File: src/rtl/button_conditioner_pkg.sv
// Shared types and default constants for the button conditioner.
package button_conditioner_pkg;

    localparam int DEBOUNCE_CYCLES_DEF = 4;
    localparam int DATA_W_DEF          = 6;

    typedef enum logic [1:0] {
        DB_IDLE         = 2'd0,
        DB_PRESS_WAIT   = 2'd1,
        DB_PRESSED      = 2'd2,
        DB_RELEASE_WAIT = 2'd3
    } db_state_e;

endpackage

File: src/rtl/button_conditioner_debounce_fsm.sv
// Per-button synchronizer, saturating stability counter and debounce FSM.
//
// state           | meaning
// ----------------+--------------------------------------------------------
// DB_IDLE         | button released and stable
// DB_PRESS_WAIT   | synced level high, counting toward a stable press
// DB_PRESSED      | press accepted; held, no repeat events
// DB_RELEASE_WAIT | synced level low, counting toward a stable release
//
// press_o is high for exactly the cycle in which the FSM is about to enter
// DB_PRESSED. It is decoded from flops only (no path from btn_raw), so the
// parent can register its output pulse on the same edge the FSM moves.
module debounce_fsm
    import button_conditioner_pkg::*;
#(
    parameter int DEBOUNCE_CYCLES = DEBOUNCE_CYCLES_DEF
) (
    input  logic clock,
    input  logic reset,
    input  logic btn_raw,
    output logic press_o
);

    localparam int CW = $clog2(DEBOUNCE_CYCLES + 1);
    localparam logic [CW-1:0] CNT_ONE  = CW'(1);
    localparam logic [CW-1:0] CNT_LAST = CW'(DEBOUNCE_CYCLES - 1);
    localparam logic [CW-1:0] CNT_MAX  = CW'(DEBOUNCE_CYCLES);

    logic            sync1_q, sync1_d;
    logic            sync2_q, sync2_d;
    db_state_e       state_q, state_d;
    logic [CW-1:0]   count_q, count_d;
    logic [CW-1:0]   count_inc;
    logic            press;

    // Next-state, counter and press-event decode.
    always_comb begin
        sync1_d   = btn_raw;
        sync2_d   = sync1_q;
        state_d   = state_q;
        count_d   = count_q;
        press     = 1'b0;
        count_inc = (count_q == CNT_MAX) ? count_q : count_q + CNT_ONE;
        case (state_q)
            DB_IDLE: begin
                if (sync2_q) begin
                    state_d = DB_PRESS_WAIT;
                    count_d = CNT_ONE;
                end
            end
            DB_PRESS_WAIT: begin
                if (!sync2_q) begin
                    state_d = DB_IDLE;
                    count_d = '0;
                end else if (count_q == CNT_LAST) begin
                    state_d = DB_PRESSED;
                    count_d = '0;
                    press   = 1'b1;
                end else begin
                    count_d = count_inc;
                end
            end
            DB_PRESSED: begin
                if (!sync2_q) begin
                    state_d = DB_RELEASE_WAIT;
                    count_d = CNT_ONE;
                end
            end
            DB_RELEASE_WAIT: begin
                if (sync2_q) begin
                    state_d = DB_PRESSED;
                    count_d = '0;
                end else if (count_q == CNT_LAST) begin
                    state_d = DB_IDLE;
                    count_d = '0;
                end else begin
                    count_d = count_inc;
                end
            end
            default: begin
                state_d = DB_IDLE;
                count_d = '0;
            end
        endcase
    end

    // State, counter and synchronizer registers; reset drops any pending event.
    always_ff @(posedge clock or negedge reset) begin
        if (!reset) begin
            sync1_q <= 1'b0;
            sync2_q <= 1'b0;
            state_q <= DB_IDLE;
            count_q <= '0;
        end else begin
            sync1_q <= sync1_d;
            sync2_q <= sync2_d;
            state_q <= state_d;
            count_q <= count_d;
        end
    end

    assign press_o = press;

endmodule

File: src/rtl/button_conditioner.sv
// Conditions the Next/Done pushbuttons and data switches for the Turing
// machine: one debounced pulse per press, Done wins a same-edge tie, and the
// switch value is captured alongside each Next pulse.
module button_conditioner
    import button_conditioner_pkg::*;
#(
    parameter int DEBOUNCE_CYCLES = DEBOUNCE_CYCLES_DEF,
    parameter int DATA_W          = DATA_W_DEF
) (
    input  logic              clock,
    input  logic              reset,
    input  logic              next_btn,
    input  logic              done_btn,
    input  logic [DATA_W-1:0] data_sw,
    output logic              Next,
    output logic              Done,
    output logic [DATA_W-1:0] input_data
);

    logic              next_press;
    logic              done_press;
    logic [DATA_W-1:0] data_s1_q, data_s1_d;
    logic [DATA_W-1:0] data_s2_q, data_s2_d;
    logic              next_q, next_d;
    logic              done_q, done_d;
    logic [DATA_W-1:0] data_q, data_d;

    debounce_fsm #(.DEBOUNCE_CYCLES(DEBOUNCE_CYCLES)) u_next_db (
        .clock   (clock),
        .reset   (reset),
        .btn_raw (next_btn),
        .press_o (next_press)
    );

    debounce_fsm #(.DEBOUNCE_CYCLES(DEBOUNCE_CYCLES)) u_done_db (
        .clock   (clock),
        .reset   (reset),
        .btn_raw (done_btn),
        .press_o (done_press)
    );

    // Done has priority; data is captured only on an actual Next pulse.
    always_comb begin
        data_s1_d = data_sw;
        data_s2_d = data_s1_q;
        done_d    = done_press;
        next_d    = next_press & ~done_press;
        data_d    = next_d ? data_s2_q : data_q;
    end

    // Switch synchronizer and registered outputs.
    always_ff @(posedge clock or negedge reset) begin
        if (!reset) begin
            data_s1_q <= '0;
            data_s2_q <= '0;
            next_q    <= 1'b0;
            done_q    <= 1'b0;
            data_q    <= '0;
        end else begin
            data_s1_q <= data_s1_d;
            data_s2_q <= data_s2_d;
            next_q    <= next_d;
            done_q    <= done_d;
            data_q    <= data_d;
        end
    end

    assign Next       = next_q;
    assign Done       = done_q;
    assign input_data = data_q;

endmodule

File: config.mk
export PLATFORM = sky130hd
export DESIGN_NAME = button_conditioner
export DESIGN_NICKNAME = d
export VERILOG_FILES = /design/src/rtl/button_conditioner_pkg.sv /design/src/rtl/button_conditioner_debounce_fsm.sv /design/src/rtl/button_conditioner.sv
export SDC_FILE = /design/constraint.sdc
export NUM_CORES = 1
export LEC_CHECK = 0
export CAP_MARGIN = 40
export CORE_UTILIZATION = 51
export CTS_BUF_LIST = sky130_fd_sc_hd__clkbuf_16
export CTS_CLUSTER_DIAMETER = 50
export DETAILED_ROUTE_END_ITERATION = 12
export PLACE_DENSITY = 0.77
export SLEW_MARGIN = 20
export SYNTH_ARGS = -nofsm -noshare
export SYNTH_HDL_FRONTEND = slang
export SYNTH_SLANG_ARGS = --single-unit
File: constraint.sdc
create_clock -name clock -period 2.3 [get_ports clock]
set_clock_uncertainty 0.05 [all_clocks]
set_input_delay 0.23 -clock clock [delete_from_list [all_inputs] [get_ports clock]]
set_output_delay 0.23 -clock clock [all_outputs]
set_load 0.01 [all_outputs]
## Word-level counts from Yosys, hierarchy flattened

Cells that the tools add are included.

| word-level totals | value |
|---|---|
| flip-flop bits (word level) | 34 |
| latch bits | 0 |
| bits in writable memories | 0 |
| memory bits (read-only) | 0 |
| output and inout port bits | 8 |
| logic and storage cells | 75 |
| memories | 0 |

| cells by class | value |
|---|---|
| $add $sub $neg | 2 |
| $mul | 0 |
| div/mod/pow operators | 0 |
| magnitude comparators | 0 |
| eq/ne operators | 18 |
| shift-type cells | 0 |
| multiplexer cells | 34 |
| bitwise gates (word level) | 2 |
| reductions and logical operators | 6 |

Operators with widths:

| kind | number |
|---|---|
| 3-bit two-way mux | 12 |
| 2-bit two-way mux | 12 |
| 3-bit case mux with 4 select lines | 2 |
| 2-bit case mux with 4 select lines | 2 |
| 2-bit equality test (second input constant) | 4 |
| 4-bit AND reduction | 2 |
| 3-bit by 1-bit adder with 3-bit output (second input constant) | 2 |
| 3-bit by 2-bit equality test with 1-bit output (second input constant) | 2 |
| 3-bit equality test (second input constant) | 2 |
| 1-bit two-way mux | 6 |
| 3-bit by 1-bit inequality test with 1-bit output (second input constant) | 2 |
| 3-bit inequality test (second input constant) | 2 |
| 2-bit by 1-bit equality test with 1-bit output (second input constant) | 2 |
| 2-bit logical NOT | 2 |
| 2-bit by 1-bit inequality test with 1-bit output (second input constant) | 2 |
| 2-bit inequality test (second input constant) | 2 |
| 2-bit AND reduction | 2 |
| 1-bit AND | 1 |
| 1-bit NOT | 1 |

## Longest topological paths before layout

Gate-level depths: netlist of run 1.

| logic depth | value |
|---|---|
| depth in word-level cells | 6 |
| depth in mapped cells | 5 |

## Modules after synthesis

From an unflattened synthesis of run 1, not the netlist that was laid out.

| second synthesis, totals | value |
|---|---|
| cells, all modules | 96 |
| area, all modules | 1358.8 µm² |

Modules (own cells, without submodules):

| module | times used | cells each | area each (µm²) | sequential area each (µm²) |
|---|---|---|---|---|
| button_conditioner | 1 | 28 | 615.6 | 500.5 |
| debounce_fsm at u_next_db | 1 | 36 | 377.9 | 175.2 |
| debounce_fsm at u_done_db | 1 | 32 | 365.4 | 175.2 |

## Worst setup path before layout of run 1

No wires, ideal clock.

| timing | value |
|---|---|
| path kind | register to register |
| start point | reg u_done_db.count_q[0] |
| end point | reg data_q[0] (netlist: input_data[0]) |
| setup time | 0.125 ns |
| arrival time | 1.800 ns |
| data required time | 2.125 ns |
| setup slack | 0.325 ns |
| cell stages (with the launch flop) | 6 |
| buffers on the path | 0 |
| clock period less this slack | 1.975 ns |
| cell sequence | dfrtp_1 ha_1 ha_1 and4b_4 nor4b_4 mux2_2 |

| between the ends | value |
|---|---|
| longest elaborated chain between the ends | 6 |

Ends and longest elaborated chain:

| element | RTL line | RTL |
|---|---|---|
| start, declared | button_conditioner_debounce_fsm.sv:32 | `logic [CW-1:0] count_q, count_d;` |
| start signal, assigned | button_conditioner_debounce_fsm.sv:98 | `count_q <= count_d;` |
| 3-bit by 2-bit equality test with 1-bit output | button_conditioner_debounce_fsm.sv:55 | `end else if (count_q == CNT_LAST) begin` |
| 1-bit two-way mux | button_conditioner_debounce_fsm.sv:55 |  |
| 1-bit two-way mux | button_conditioner_debounce_fsm.sv:52 | `if (!sync2_q) begin` |
| 1-bit two-way mux | button_conditioner_debounce_fsm.sv:44 | `case (state_q)` |
| net done_d | button_conditioner.sv:25 | `logic done_q, done_d;` |
| 1-bit NOT | button_conditioner.sv:47 | `next_d = next_press & ~done_press;` |
| 1-bit AND | button_conditioner.sv:47 |  |
| net next_d | button_conditioner.sv:24 | `logic next_q, next_d;` |
| end signal, assigned | button_conditioner.sv:64 | `data_q <= data_d;` |
| end, declared | button_conditioner.sv:26 | `logic [DATA_W-1:0] data_q, data_d;` |

The timed path passes the listed nets, and every way through them passes these cells.
A chain may end at the register's enable or synchronous reset.

## Worst setup path in the final report of run 1

| timing | value |
|---|---|
| start point | reg u_done_db.count_q[0] |
| end point | reg data_q[4] (netlist: input_data[4]) |

Same word-level chain as after synthesis.

==> results of run 1 <==
-- cells by family after synthesis --
| logic type | count (synthesis) | share of synthesized area, % |
|---|---|---|
| adders and majority gates | 6 | 6.05 |
| DFF | 34 | 68.6 |
| and+or+nand+nor | 11 | 5.95 |
| muxes | 8 | 7.27 |
| buffers and inverters | 8 | 2.42 |
| AOI/OAI and AO/OA | 13 | 7.57 |
| xor gates and xnor gates | 3 | 2.12 |
-- synth_stat cells --
library cell / count
and4b_4: 1
nor2_1: 1
a2111oi_0: 2
xnor2_1: 3
a21oi_1: 3
o22ai_1: 2
and2_1: 1
dfrtp_1: 34
a21o_1: 2
a31o_2: 1
ha_1: 6
o31ai_1: 1
o31a_1: 1
o2bb2ai_1: 1
inv_1: 8
mux2_2: 8
nor4b_4: 1
nand2_1: 7
-- worst max-delay path, stage by stage (launching register included) --
cell and delay, ns:
dfrtp_1 0.40, ha_1 0.22, ha_1 0.26, and4b_4 0.23, nor4b_4 0.47, mux2_2 0.40
-- final timing paths --
check                                      from  slack [ns]  cells past startpoint                   end
max                        u_done_db.count_q[0]        0.15                      5         input_data[4]
min                                data_s1_q[1]        0.29                      0          data_s2_q[1]
max reg2reg                u_done_db.count_q[0]        0.15                      5         input_data[4]
min reg2reg                        data_s1_q[1]        0.29                      0          data_s2_q[1]
max in group asynchronous                 reset        1.59                      2  u_done_db.count_q[1]
min in group asynchronous                 reset        0.32                      2          data_s1_q[2]
-- state kept, by name, indices dropped and copies added (netlist names), named ones only --
signal             flops
u_next_db.sync2_q      1
u_next_db.state_q      1
u_done_db.state_q      1
u_done_db.sync1_q      1
Next                   1
input_data             6
u_done_db.sync2_q      1
Done                   1
u_next_db.count_q      3
data_s1_q              6
u_done_db.count_q      3
data_s2_q              6
u_next_db.sync1_q      1
-- per-stage QoR --
stage,cell area [µm²],cells,utilization (%)
after floorplan,1240,83,-
after global placement,1450,129,64.4
after detailed placement,1450,129,64.4
after CTS,1590,136,70.3
after global routing,1590,136,70.3
final,1590,136,70.3
-- per-layer routing --
layer | up-vias | GRT usage [%]
met5 | - | 0
met4 | 0 | 10.8
met3 | 5 | 9.82
met2 | 16 | 28.5
met1 | 337 | 19.9
li1 | 331 | -
-- power groups by stage --
stage | Combinational [mW] | Sequential (mW) | Clock, mW
detailed placement | 0.508 | 0.863 | 0
global route | 0.571 | 0.876 | 0.640
global placement | 0.474 | 0.858 | 0
finish | 0.508 | 0.856 | 0.592
CTS | 0.515 | 0.856 | 0.609
floorplan | 0.288 | 0.863 | 0
-- cell type report --
cell class | count | area [µm²] | area share (%)
timing repair buffer | 18 | 178 | 11.2
clock buffer | 5 | 125 | 7.89
sequential | 34 | 851 | 53.7
clock inverter | 2 | 7.51 | 0.474
tap | 28 | 35.0 | 2.21
inverter | 8 | 30.0 | 1.89
multi-input combinational | 41 | 359 | 22.7
==> results.json, run 1 <==
{
  "status": "finished clean",
  "switching_share_pct": 28.2,
  "synth.net_count": 99,
  "core_um2": 2250,
  "yosys_warnings": 0,
  "gp_congestion": 0.795,
  "rows": 17,
  "top_layer": "met4",
  "final_common_cell": "dfrtp_1",
  "cp.required_ns": 2.40,
  "syn_to_final_growth_pct": 27.9,
  "drive_gt1_share_pct": 15.7,
  "yosys.area.top_type": "dfrtp_1",
  "vias": 689,
  "fmax_ghz": 0.466,
  "fp.dieW_um": 51.3,
  "clk_latency_ns": 0.27,
  "antenna_cells": 0,
  "yosysSeqAreaShare_pct": 68.6,
  "cts-root-buf": "clkbuf_16",
  "synth_top_area_share_pct": 68.6,
  "postCtsSetupBuffers": 0,
  "io_pins": 18,
  "place_ws_ns": 0.132,
  "slew-limit-headroom_pct": 63.1,
  "synth_area_leaders": "dfrtp_1 (69%), mux2_2 (7.3%), ha_1 (6.1%)",
  "finalNetCount": 124,
  "drt-vias-per-instance": 5.07,
  "wirelength_um": 1840,
  "arrival_ns": 2.24,
  "power_mw": 1.96,
  "ys_seq_elements": 34,
  "start_util_pct": 55.0,
  "grt_overflow_total": 0,
  "dr.pass1.iters": 4,
  "start_kind": "register",
  "cp_max_fo": 7,
  "crit_path_end_kind": "register",
  "rsz0062_at_grt": "false",
  "internal-power_mw": 1.40,
  "numCtsBuffers": 5,
  "clock-sinks": 34,
  "report.final.slew_viol_count": 0,
  "synth_cells": 83,
  "ctsHtreeMaxLevel": 2,
  "ir_drop_mv": 1.24,
  "synth_area_per_cell_um2": 14.9,
  "net-switching-power_mw": 0.552,
  "hp-class": "reg -> reg",
  "path_class": "reg -> reg",
  "drt-met1-wl_um": 788,
  "fin_crit_sh_pct": 93.3,
  "drtIter0Drc": 6,
  "die_area_um2": 2630,
  "cts_tree": "done",
  "power_density_nw_per_um2": 1230,
  "fin_tns_setup_ns": 0,
  "clk_pin_slew_ns": 0.05,
  "worstMarginPinSlew_ns": 0.549,
  "met3_wirelength_um": 119,
  "hold_viol": 0,
  "fill_cells": 161,
  "pwr-share-clk_pct": 30.3,
  "ys_types": 18,
  "fp.dieH_um": 51.3,
  "wl_met2_um": 877,
  "setup_ws_ns": 0.154,
  "grt_pass1_vias": 713,
  "holdWs_ns": 0.291,
  "cts_hold_buf": 0,
  "layout_common_cells": "dfrtp_1 (34), clkdlybuf4s50_1 (17), inv_1 (10), mux2_2 (8), nand2_1 (7)",
  "drtAntennaViolNets": 0,
  "seq_power_share_pct": 43.8,
  "combPwrFrac_pct": 26.0,
  "min_period_ns": 2.15,
  "cts_buffer_depth": 2,
  "drc_errors": 0,
  "wl_per_cell_um": 13.5,
  "postCtsResizedCells": 0,
  "netlist_area_um2": 1240,
  "maxCapViolCount": 0,
  "grt_max_degree": 35,
  "antenna_found_initial": 0,
  "hpwl_um": 1290,
  "p_leak_nw": 0.726,
  "grt_pass1_wl_um": 3170,
  "setup_violations": 0,
  "grt_usage_pct": 18.4,
  "portBuffers": 17
}
(Power assumes the default switching activity.)
==> run 2, diff against run 1 <==
TNS_END_PERCENT = 5   (was not set)
==> results of run 2 <==
No change in the layout: final DEF, timing and power equal those of run 1.
